[config.mk]
export PLATFORM = sky130hd
export DESIGN_NAME = sevenseg_scan
export DESIGN_NICKNAME = d
export VERILOG_FILES = /design/src/rtl/seg_pkg.sv /design/src/rtl/seg_decode.sv /design/src/rtl/sevenseg_scan.sv
export SDC_FILE = /design/constraint.sdc
export NUM_CORES = 1
export LEC_CHECK = 0
export CAP_MARGIN = 10
export CORE_ASPECT_RATIO = 1.4
export CORE_UTILIZATION = 53
export CTS_CLUSTER_DIAMETER = 30
export CTS_CLUSTER_SIZE = 14
export DETAILED_ROUTE_END_ITERATION = 7
export PLACE_DENSITY = 0.78
export SLEW_MARGIN = 15
export SYNTH_ARGS = -nofsm -noshare
export SYNTH_HDL_FRONTEND = slang
export SYNTH_SLANG_ARGS = --single-unit
[constraint.sdc]
create_clock -name CLK -period 5.84 [get_ports CLK]
set_input_delay 1.168 -clock CLK [delete_from_list [all_inputs] [get_ports CLK]]
set_output_delay 1.168 -clock CLK [all_outputs]
set_load 0.05 [all_outputs]
[src/rtl/seg_pkg.sv]
// seg_pkg: shared seven-segment types and the hex glyph table.
// Glyphs are active low, bit order {g,f,e,d,c,b,a}.
package seg_pkg;
    typedef logic [6:0] seg_t;
    localparam seg_t SEG_BLANK = 7'h7F;
    localparam seg_t GLYPH_0 = 7'h40;
    localparam seg_t GLYPH_1 = 7'h79;
    localparam seg_t GLYPH_2 = 7'h24;
    localparam seg_t GLYPH_3 = 7'h30;
    localparam seg_t GLYPH_4 = 7'h19;
    localparam seg_t GLYPH_5 = 7'h12;
    localparam seg_t GLYPH_6 = 7'h02;
    localparam seg_t GLYPH_7 = 7'h78;
    localparam seg_t GLYPH_8 = 7'h00;
    localparam seg_t GLYPH_9 = 7'h10;
    localparam seg_t GLYPH_A = 7'h08;
    localparam seg_t GLYPH_B = 7'h03;
    localparam seg_t GLYPH_C = 7'h46;
    localparam seg_t GLYPH_D = 7'h21;
    localparam seg_t GLYPH_E = 7'h06;
    localparam seg_t GLYPH_F = 7'h0E;
    localparam seg_t GLYPH [16] = '{
        GLYPH_0, GLYPH_1, GLYPH_2, GLYPH_3, GLYPH_4, GLYPH_5, GLYPH_6, GLYPH_7,
        GLYPH_8, GLYPH_9, GLYPH_A, GLYPH_B, GLYPH_C, GLYPH_D, GLYPH_E, GLYPH_F
    };
endpackage

[src/rtl/seg_decode.sv]
// seg_decode: hex nibble to active-low seven-segment glyph.
module seg_decode
    import seg_pkg::*;
(
    input  logic [3:0] nib,
    output seg_t       seg
);
    assign seg = GLYPH[nib];
endmodule

[src/rtl/sevenseg_scan.sv]
// sevenseg_scan: multiplexed hex display driver with frame-latched value,
// leading-zero blanking, decimal points, PWM brightness and anode guard interval.
module sevenseg_scan
    import seg_pkg::*;
#(
    parameter int DIGITS   = 4,
    parameter int SCAN_DIV = 100000,
    parameter int GUARD    = 2,
    parameter int BRIGHT_W = 4
) (
    input  logic                  CLK,
    input  logic                  nRST,
    input  logic [4*DIGITS-1:0]   value,
    input  logic [DIGITS-1:0]     dp,
    input  logic                  blank_lz,
    input  logic [BRIGHT_W-1:0]   bright,
    input  logic                  enable,
    output seg_t                  seg,
    output logic                  dp_n,
    output logic [DIGITS-1:0]     an,
    output logic                  frame_done
);
    localparam int CW = $clog2(SCAN_DIV);
    localparam int IW = DIGITS > 1 ? $clog2(DIGITS) : 1;
    localparam logic [CW-1:0] CNT_LAST = CW'(SCAN_DIV - 1);
    localparam logic [CW-1:0] WIN_LO = CW'(GUARD);
    localparam logic [CW-1:0] WIN_HI = CW'(SCAN_DIV - GUARD - 1);
    localparam logic [IW-1:0] IDX_LAST = IW'(DIGITS - 1);

    logic [CW-1:0]       cnt;
    logic [IW-1:0]       idx;
    logic [BRIGHT_W-1:0] pwm;
    logic [4*DIGITS-1:0] sh_val;
    logic [DIGITS-1:0]   sh_dp;
    logic [DIGITS-1:0]   lz;
    logic [DIGITS-1:0]   an_nx;
    logic [3:0]          nib;
    seg_t                glyph;
    logic                slot_end;
    logic                frame_end;
    logic                zero_run;
    logic                lit;
    logic                on;

    assign slot_end  = cnt == CNT_LAST;
    assign frame_end = slot_end && idx == IDX_LAST;
    assign nib       = sh_val[4*idx +: 4];
    assign lit       = &bright || pwm < bright;
    assign on        = enable && cnt >= WIN_LO && cnt <= WIN_HI && lit &&
                       !(blank_lz && lz[idx] && !sh_dp[idx]);

    // lz[i] is set when every shadow nibble from the top down to i is zero
    always_comb begin
        lz = '0;
        zero_run = 1'b1;
        for (int i = DIGITS - 1; i > 0; i--) begin
            zero_run = zero_run && sh_val[4*i +: 4] == 4'h0;
            lz[i] = zero_run;
        end
    end

    always_comb begin
        an_nx = '1;
        an_nx[idx] = !on;
    end

    seg_decode u_dec (
        .nib (nib),
        .seg (glyph)
    );

    always_ff @(posedge CLK or negedge nRST) begin
        if (!nRST) begin
            cnt        <= '0;
            idx        <= '0;
            pwm        <= '0;
            sh_val     <= '0;
            sh_dp      <= '0;
            seg        <= SEG_BLANK;
            dp_n       <= 1'b1;
            an         <= '1;
            frame_done <= 1'b0;
        end else begin
            cnt <= slot_end ? '0 : cnt + CW'(1);
            if (slot_end)
                idx <= idx == IDX_LAST ? '0 : idx + IW'(1);
            pwm <= pwm + BRIGHT_W'(1);
            if (frame_end) begin
                sh_val <= value;
                sh_dp  <= dp;
            end
            frame_done <= frame_end;
            an         <= an_nx;
            seg        <= on ? glyph : SEG_BLANK;
            dp_n       <= !(on && sh_dp[idx]);
        end
    end
endmodule

==> flow_summary.json, run 1 <==
{
  "cp_data_arrival_time_ps": 3090,
  "p_int_uw": 544,
  "fin_worst_skew_ps": 5.39,
  "status": "finished clean",
  "synth_compound_area_frac": 0.0536,
  "worstMarginPinSlew_ps": 954,
  "fin_nets": 334,
  "fp.dieH_um": 90.5,
  "r2r-start": "cnt[13]$_DFF_PN0_",
  "synth-edff-count": 0,
  "hold_buffers": 0,
  "drtIter0Drc": 83,
  "synthAdderAreaFrac": 0.0718,
  "whs_path_depth": 1,
  "synth_cells": 251,
  "utilization": 0.660,
  "yosysWarnings": 0,
  "cts.path.max_buffers": 2,
  "rows": 31,
  "fill_cells": 431,
  "syn_area_per_cell_sq_um": 11.8,
  "hp-start": "pwm[0]$_DFF_PN0_",
  "rsz0062_at_grt": "false",
  "die_w_um": 65.2,
  "dp_hpwl_um": 3950,
  "slowest_stage": "clkdlybuf4s50_1",
  "htreeDepth": 2,
  "cts_sinks": 56,
  "clock_power_share": 0.300,
  "cts_tree": "yes",
  "syn_area_sq_um": 2960,
  "total_power_uw": 717,
  "antenna_found_initial": 0,
  "fin_crit_ps": 2910,
  "synth_top_cell_area_share": 0.372,
  "rrSetupSlack_ps": 2980,
  "fmax_mhz": 343,
  "slowest_delay_ps": 480,
  "coreArea_sq_um": 5280,
  "crit_required_ps": 6020,
  "wirelength_um": 5380,
  "gp_congestion": 0.873,
  "synthToLayoutAreaGrowth_pct": 17.6,
  "maxSlewViolCount": 0,
  "yosysTopAreaCell": "dfrtp_1",
  "via_count": 1981,
  "seq_area_frac_synth": 0.478,
  "io_pins": 41,
  "path_cells": "clkdlybuf4s50_1 -> inv_1 -> ha_1 -> a21o_1 -> a211o_1 -> o211ai_1 -> o2111ai_1",
  "muxShareOfSynthArea": 0.160,
  "timing.rr.end": "sh_dp[3]$_DFFE_PN0P_",
  "grt_pass1_wl_um": 9430,
  "worst-path-max-fanout": 12,
  "detail_route.wl_per_cell_um": 15.1,
  "grt_max_degree": 57,
  "root_buffer": "clkbuf_8",
  "worstHoldEndpoint": "pwm[0]$_DFF_PN0_",
  "slew_headroom": 0.346,
  "synthSimpleGateAreaFrac": 0.144,
  "maxCapViolCount": 0,
  "grt_overflow": 0,
  "min_path_type": "reg2reg",
  "seqPwrFrac": 0.571,
  "hold_viol_final": 0,
  "p_sw_uw": 173,
  "post_synth_xor_area_fraction": 0.0532,
  "grt_usage": 0.207,
  "diodes": 0,
  "ant_nets": 0,
  "fin_setup_tns_ps": 0,
  "hold_ws_ps": 472,
  "dp_cells": 348,
  "critPathCaptureType": "flop",
  "cp-start-kind": "primary input",
  "critPathKind": "in2reg",
  "async_flop_share": 1.00,
  "insertion_delay_ps": 310,
  "synth_top_family_by_area": "multiplexers",
  "path_clk_slew_ps": 90,
  "ff2ff_path_depth": 5,
  "cts_inserted_buffers": 5,
  "p_per_area_nw_per_um2": 206,
  "switching_share": 0.241,
  "viasPerCell": 5.56,
  "drive_above_1_share": 0.172,
  "syn-num-nets": 296,
  "initial_core_util": 0.562,
  "postCtsResizedCells": 0,
  "grt_pass1_vias": 2098,
  "setup_viol": 0,
  "io_buffers": 40,
  "peakVddDrop_mv": 0.165,
  "first_pass_iters": 6,
  "synthFlopType": "dfrtp_1",
  "post_cts_buffers": 0,
  "p_leak_nw": 1.58,
  "final_cells": 356,
  "fin_crit_sh": 0.499,
  "yosys_register_bits": 56,
  "drc": 0,
  "synthTopCellsByArea": "dfrtp_1 37%, dfstp_2 11%, mux2_4 9.6%, ha_1 7.2%, xnor2_1 3.8%",
  "die_area_sq_um": 5900,
  "yosysUniqueCellTypes": 40,
  "p_comb_frac": 0.129
}
[power groups by stage]
stage | clock [mW] | combinational (mW) | sequential, mW
after detailed placement | 0 | 0.0932 | 0.417
final | 0.215 | 0.0923 | 0.410
after global routing | 0.236 | 0.101 | 0.411
after CTS | 0.226 | 0.0933 | 0.410
after global placement | 0 | 0.0915 | 0.417
after floorplan | 0 | 0.0343 | 0.434
[metrics by stage]
stage               setup WS (ps)  instance area [sq um]
finish                       2930                   3480
global route                 2780                   3480
CTS                          2590                   3480
detailed placement           2630                   3390
global placement             2670                   3390
floorplan                    3310                   2960
[Yosys cell counts (3+ instances only)]
library cell / number
dfrtp_1: 44
mux2_4: 19
ha_1: 17
nand2_1: 17
nand3_1: 17
nor2_1: 15
inv_1: 13
xnor2_1: 13
dfstp_2: 12
mux2i_1: 10
nand4_1: 8
o21ai_0: 6
xor2_1: 5
buf_2: 4
nor4_1: 4
o2111ai_1: 4
and3_1: 3
clkbuf_1: 3
mux4_2: 3
nand2b_1: 3
o211ai_1: 3
[placed cells by master (no fill, tap or decap), types with 2 or more instances in the layout]
| master | count |
|---|---|
| nand2b_1 | 3 |
| nor3_2 | 2 |
| dfstp_2 | 12 |
| mux2i_1 | 10 |
| dfrtp_1 | 44 |
| clkbuf_8 | 6 |
| nor4_1 | 4 |
| nand3_1 | 17 |
| nor2_1 | 15 |
| mux4_2 | 3 |
| mux2_2 | 2 |
| a211o_1 | 2 |
| a21oi_1 | 2 |
| inv_1 | 13 |
| and3_1 | 3 |
| mux2_4 | 19 |
| nor3b_1 | 2 |
| nand3b_1 | 2 |
| a21o_1 | 2 |
| o21ai_0 | 6 |
| nand2_1 | 16 |
| clkdlybuf4s50_1 | 39 |
| o211ai_1 | 3 |
| nor3_1 | 2 |
| xnor2_1 | 13 |
| xor2_1 | 5 |
| o2111ai_1 | 4 |
| nand4_1 | 8 |
| ha_1 | 17 |
[sequential cells by signal, indices dropped and copies added, names as in the netlist, 2 cells and up]
register and cells:
idx 2, cnt 17, pwm 4, seg 7
sh_dp 4, an 4, sh_val 16
[worst max path at each step]
stage | start | end | depth (start not counted)
final | bright[1] | seg[4]$_DFF_PN1_ | 7
after detailed placement | bright[1] | seg[6]$_DFF_PN1_ | 7
after global routing | cnt[13]$_DFF_PN0_ | sh_val[10]$_DFFE_PN0P_ | 5
after global placement | bright[1] | seg[4]$_DFF_PN1_ | 7
after floorplan | bright[1] | seg[4]$_DFF_PN1_ | 7
after CTS | cnt[13]$_DFF_PN0_ | sh_val[0]$_DFFE_PN0P_ | 5
[per-layer routing]
layer,track usage,share of wire,vias to the layer above
met3,0.0379,0.031,17
met5,0,0,-
met4,0.112,0.033,0
met2,0.333,0.50,52
li1,-,-,954
met1,0.256,0.43,958
[critical path, delay by kind of cell]
kind / cells / cell delay (ps)
AO/OA/AOI/OAI: 4 / 1120
buffers and inverters: 2 / 530
adder cells (fa/ha/maj): 1 / 280
[kinds of logic (layout without fill, tap and decap cells)]
kind of cell             after synthesis  count (layout)
AND/OR/NAND/NOR                       80              80
multiplexers                          34              34
XOR/XNOR                              18              18
adder cells (fa/ha/maj)               17              17
AO/OA/AOI/OAI                         22              22
buffers and inverters                 24              63
flip-flops                            56              56
[area by class of cell]
cell class | count | area [sq um] | area share
Clock buffer | 7 | 86.3 | 0.0248
Multi-Input combinational cell | 171 | 1440 | 0.412
Sequential cell | 56 | 1420 | 0.407
Tap cell | 66 | 82.6 | 0.0237
Inverter | 14 | 52.6 | 0.0151
Timing Repair Buffer | 41 | 403 | 0.116
Clock inverter | 1 | 7.51 | 0.00216
No activity file was read; power rests on OpenSTA's default activity.
==> run 2: changes to the inputs <==
CORE_UTILIZATION = 49   (was 53)
PLACE_DENSITY = 0.75   (was 0.78)
clock period = 2.4 ns   (was 5.84 ns; I/O delays follow)
==> flow_summary.json, run 2 (synthesis results as in run 1) <==
{
  "status": "finished clean",
  "drive_above_1_share": 0.189,
  "die_w_um": 67.7,
  "root_buffer": "clkbuf_8",
  "die_area_sq_um": 6370,
  "grt_pass1_wl_um": 9180,
  "final_area_sq_um": 3540,
  "final_cell_mix": "44 x dfrtp_1, 39 x clkdlybuf4s50_1, 19 x mux2_4",
  "wl_met1_um": 2370,
  "cts_inserted_buffers": 5,
  "cts.path.max_buffers": 2,
  "peakVddDrop_mv": 0.523,
  "fin_crit_ps": 2130,
  "hold_viol_final": 0,
  "r2r-start": "idx[0]$_DFFE_PN0N_",
  "layout_commonest_cell": "dfrtp_1",
  "pre_cts_ws_ps": 110,
  "dp_hpwl_um": 3910,
  "critPathCaptureType": "flop",
  "io_buffers": 40,
  "detail_route.wl_per_cell_um": 14.1,
  "via_count": 1986,
  "worstMarginPinSlew_ps": 544,
  "dp_cells": 358,
  "final_cells": 366,
  "fin_setup_tns_ps": 0,
  "grt_pass1_vias": 1957,
  "fill_cells": 495,
  "maxCapViolCount": 0,
  "cts_sinks": 56,
  "total_power_mw": 1.77,
  "initial_core_util": 0.505,
  "coreArea_sq_um": 5860,
  "postPlaceCellArea_sq_um": 3440,
  "post_cts_buffers": 0,
  "setup_ws_ps": 275,
  "io_pins": 41,
  "wirelength_um": 5150,
  "critical_path.startpoint": "idx[0]$_DFFE_PN0N_",
  "largest_register": "cnt",
  "cp_data_arrival_time_ps": 2350,
  "grt_usage": 0.191,
  "insertion_delay_ps": 310,
  "worst-path-max-fanout": 11,
  "gp_congestion": 0.822,
  "rrSetupSlack_ps": 270,
  "multi_input_area_sq_um": 1440,
  "fin_crit_sh": 0.885,
  "dr_wl_met2_um": 2570,
  "hold_buffers": 0,
  "first_pass_iters": 4,
  "largestRegisters": "cnt (17), sh_val (16), seg (7)",
  "antenna_found_initial": 0,
  "synthToLayoutAreaGrowth_pct": 19.6,
  "viasPerCell": 5.43,
  "dr_wl_met3_um": 145,
  "grt_max_degree": 25,
  "diodes": 0,
  "maxSlewViolCount": 0,
  "drtIter0Drc": 123,
  "crit_required_ps": 2630,
  "utilization": 0.605,
  "grt_overflow": 0,
  "slew_headroom": 0.635,
  "final-seq-area_sq_um": 1420,
  "cts_tree": "yes",
  "path_clk_slew_ps": 100,
  "top_layer_used": "met4",
  "p_leak_nw": 1.61,
  "fin_nets": 340,
  "ant_nets": 0,
  "fin_worst_skew_ps": 14.8,
  "fp.dieH_um": 94.0,
  "rows": 33,
  "min_path_type": "in2async",
  "critPathKind": "reg2reg",
  "p_per_area_nw_per_um2": 500,
  "htreeDepth": 2,
  "cp-start-kind": "flop",
  "rsz0062_at_grt": "false",
  "drc": 0,
  "fmax_mhz": 471,
  "largest_register_ffs": 17,
  "setup_viol": 0,
  "hold_ws_ps": 23.8
}
[run 2: what timing repair did]
action                                  CTS  global route
endpoints found under the setup margin    0             3
resized for setup                         0             1
endpoints found under the hold margin     0             0
[run 2: per-layer routing]
metal,track usage,vias to the layer above
met5,0,-
met4,0.0674,0
met3,0.0376,6
met2,0.297,43
met1,0.261,967
li1,-,970
[run 2: critical path: stages (launching register included)]
cell	delay, ps
dfrtp_1	620
mux4_2	600
inv_1	200
ha_1	290
a21oi_1	150
a21o_1	110
nand3_1	70
[run 2: cell type report]
type | count | area share
multi-input cells | 171 | 0.407
flip-flops and latches | 56 | 0.400
repair buffers | 47 | 0.126
well taps | 70 | 0.0247
clock buffers | 6 | 0.0233
inverters | 14 | 0.0148
clock inverters | 2 | 0.00388
[run 2: power breakdown]
group / switching (mW) / leakage [nW] / internal (mW)
logic: 0.114 / 0.885 / 0.114
registers: 0.0161 / 0.676 / 0.981
clock network: 0.310 / 0.0516 / 0.237
[run 2: worst paths after layout]
kind,depth (start not counted),endpoint
max,6,seg[1]$_DFF_PN1_
min,1,cnt[5]$_DFF_PN0_
max in group asynchronous,2,dp_n$_DFF_PN1_
min reg2reg,1,pwm[3]$_DFF_PN0_
max reg2reg,6,seg[1]$_DFF_PN1_
min in group CLK,1,pwm[3]$_DFF_PN0_
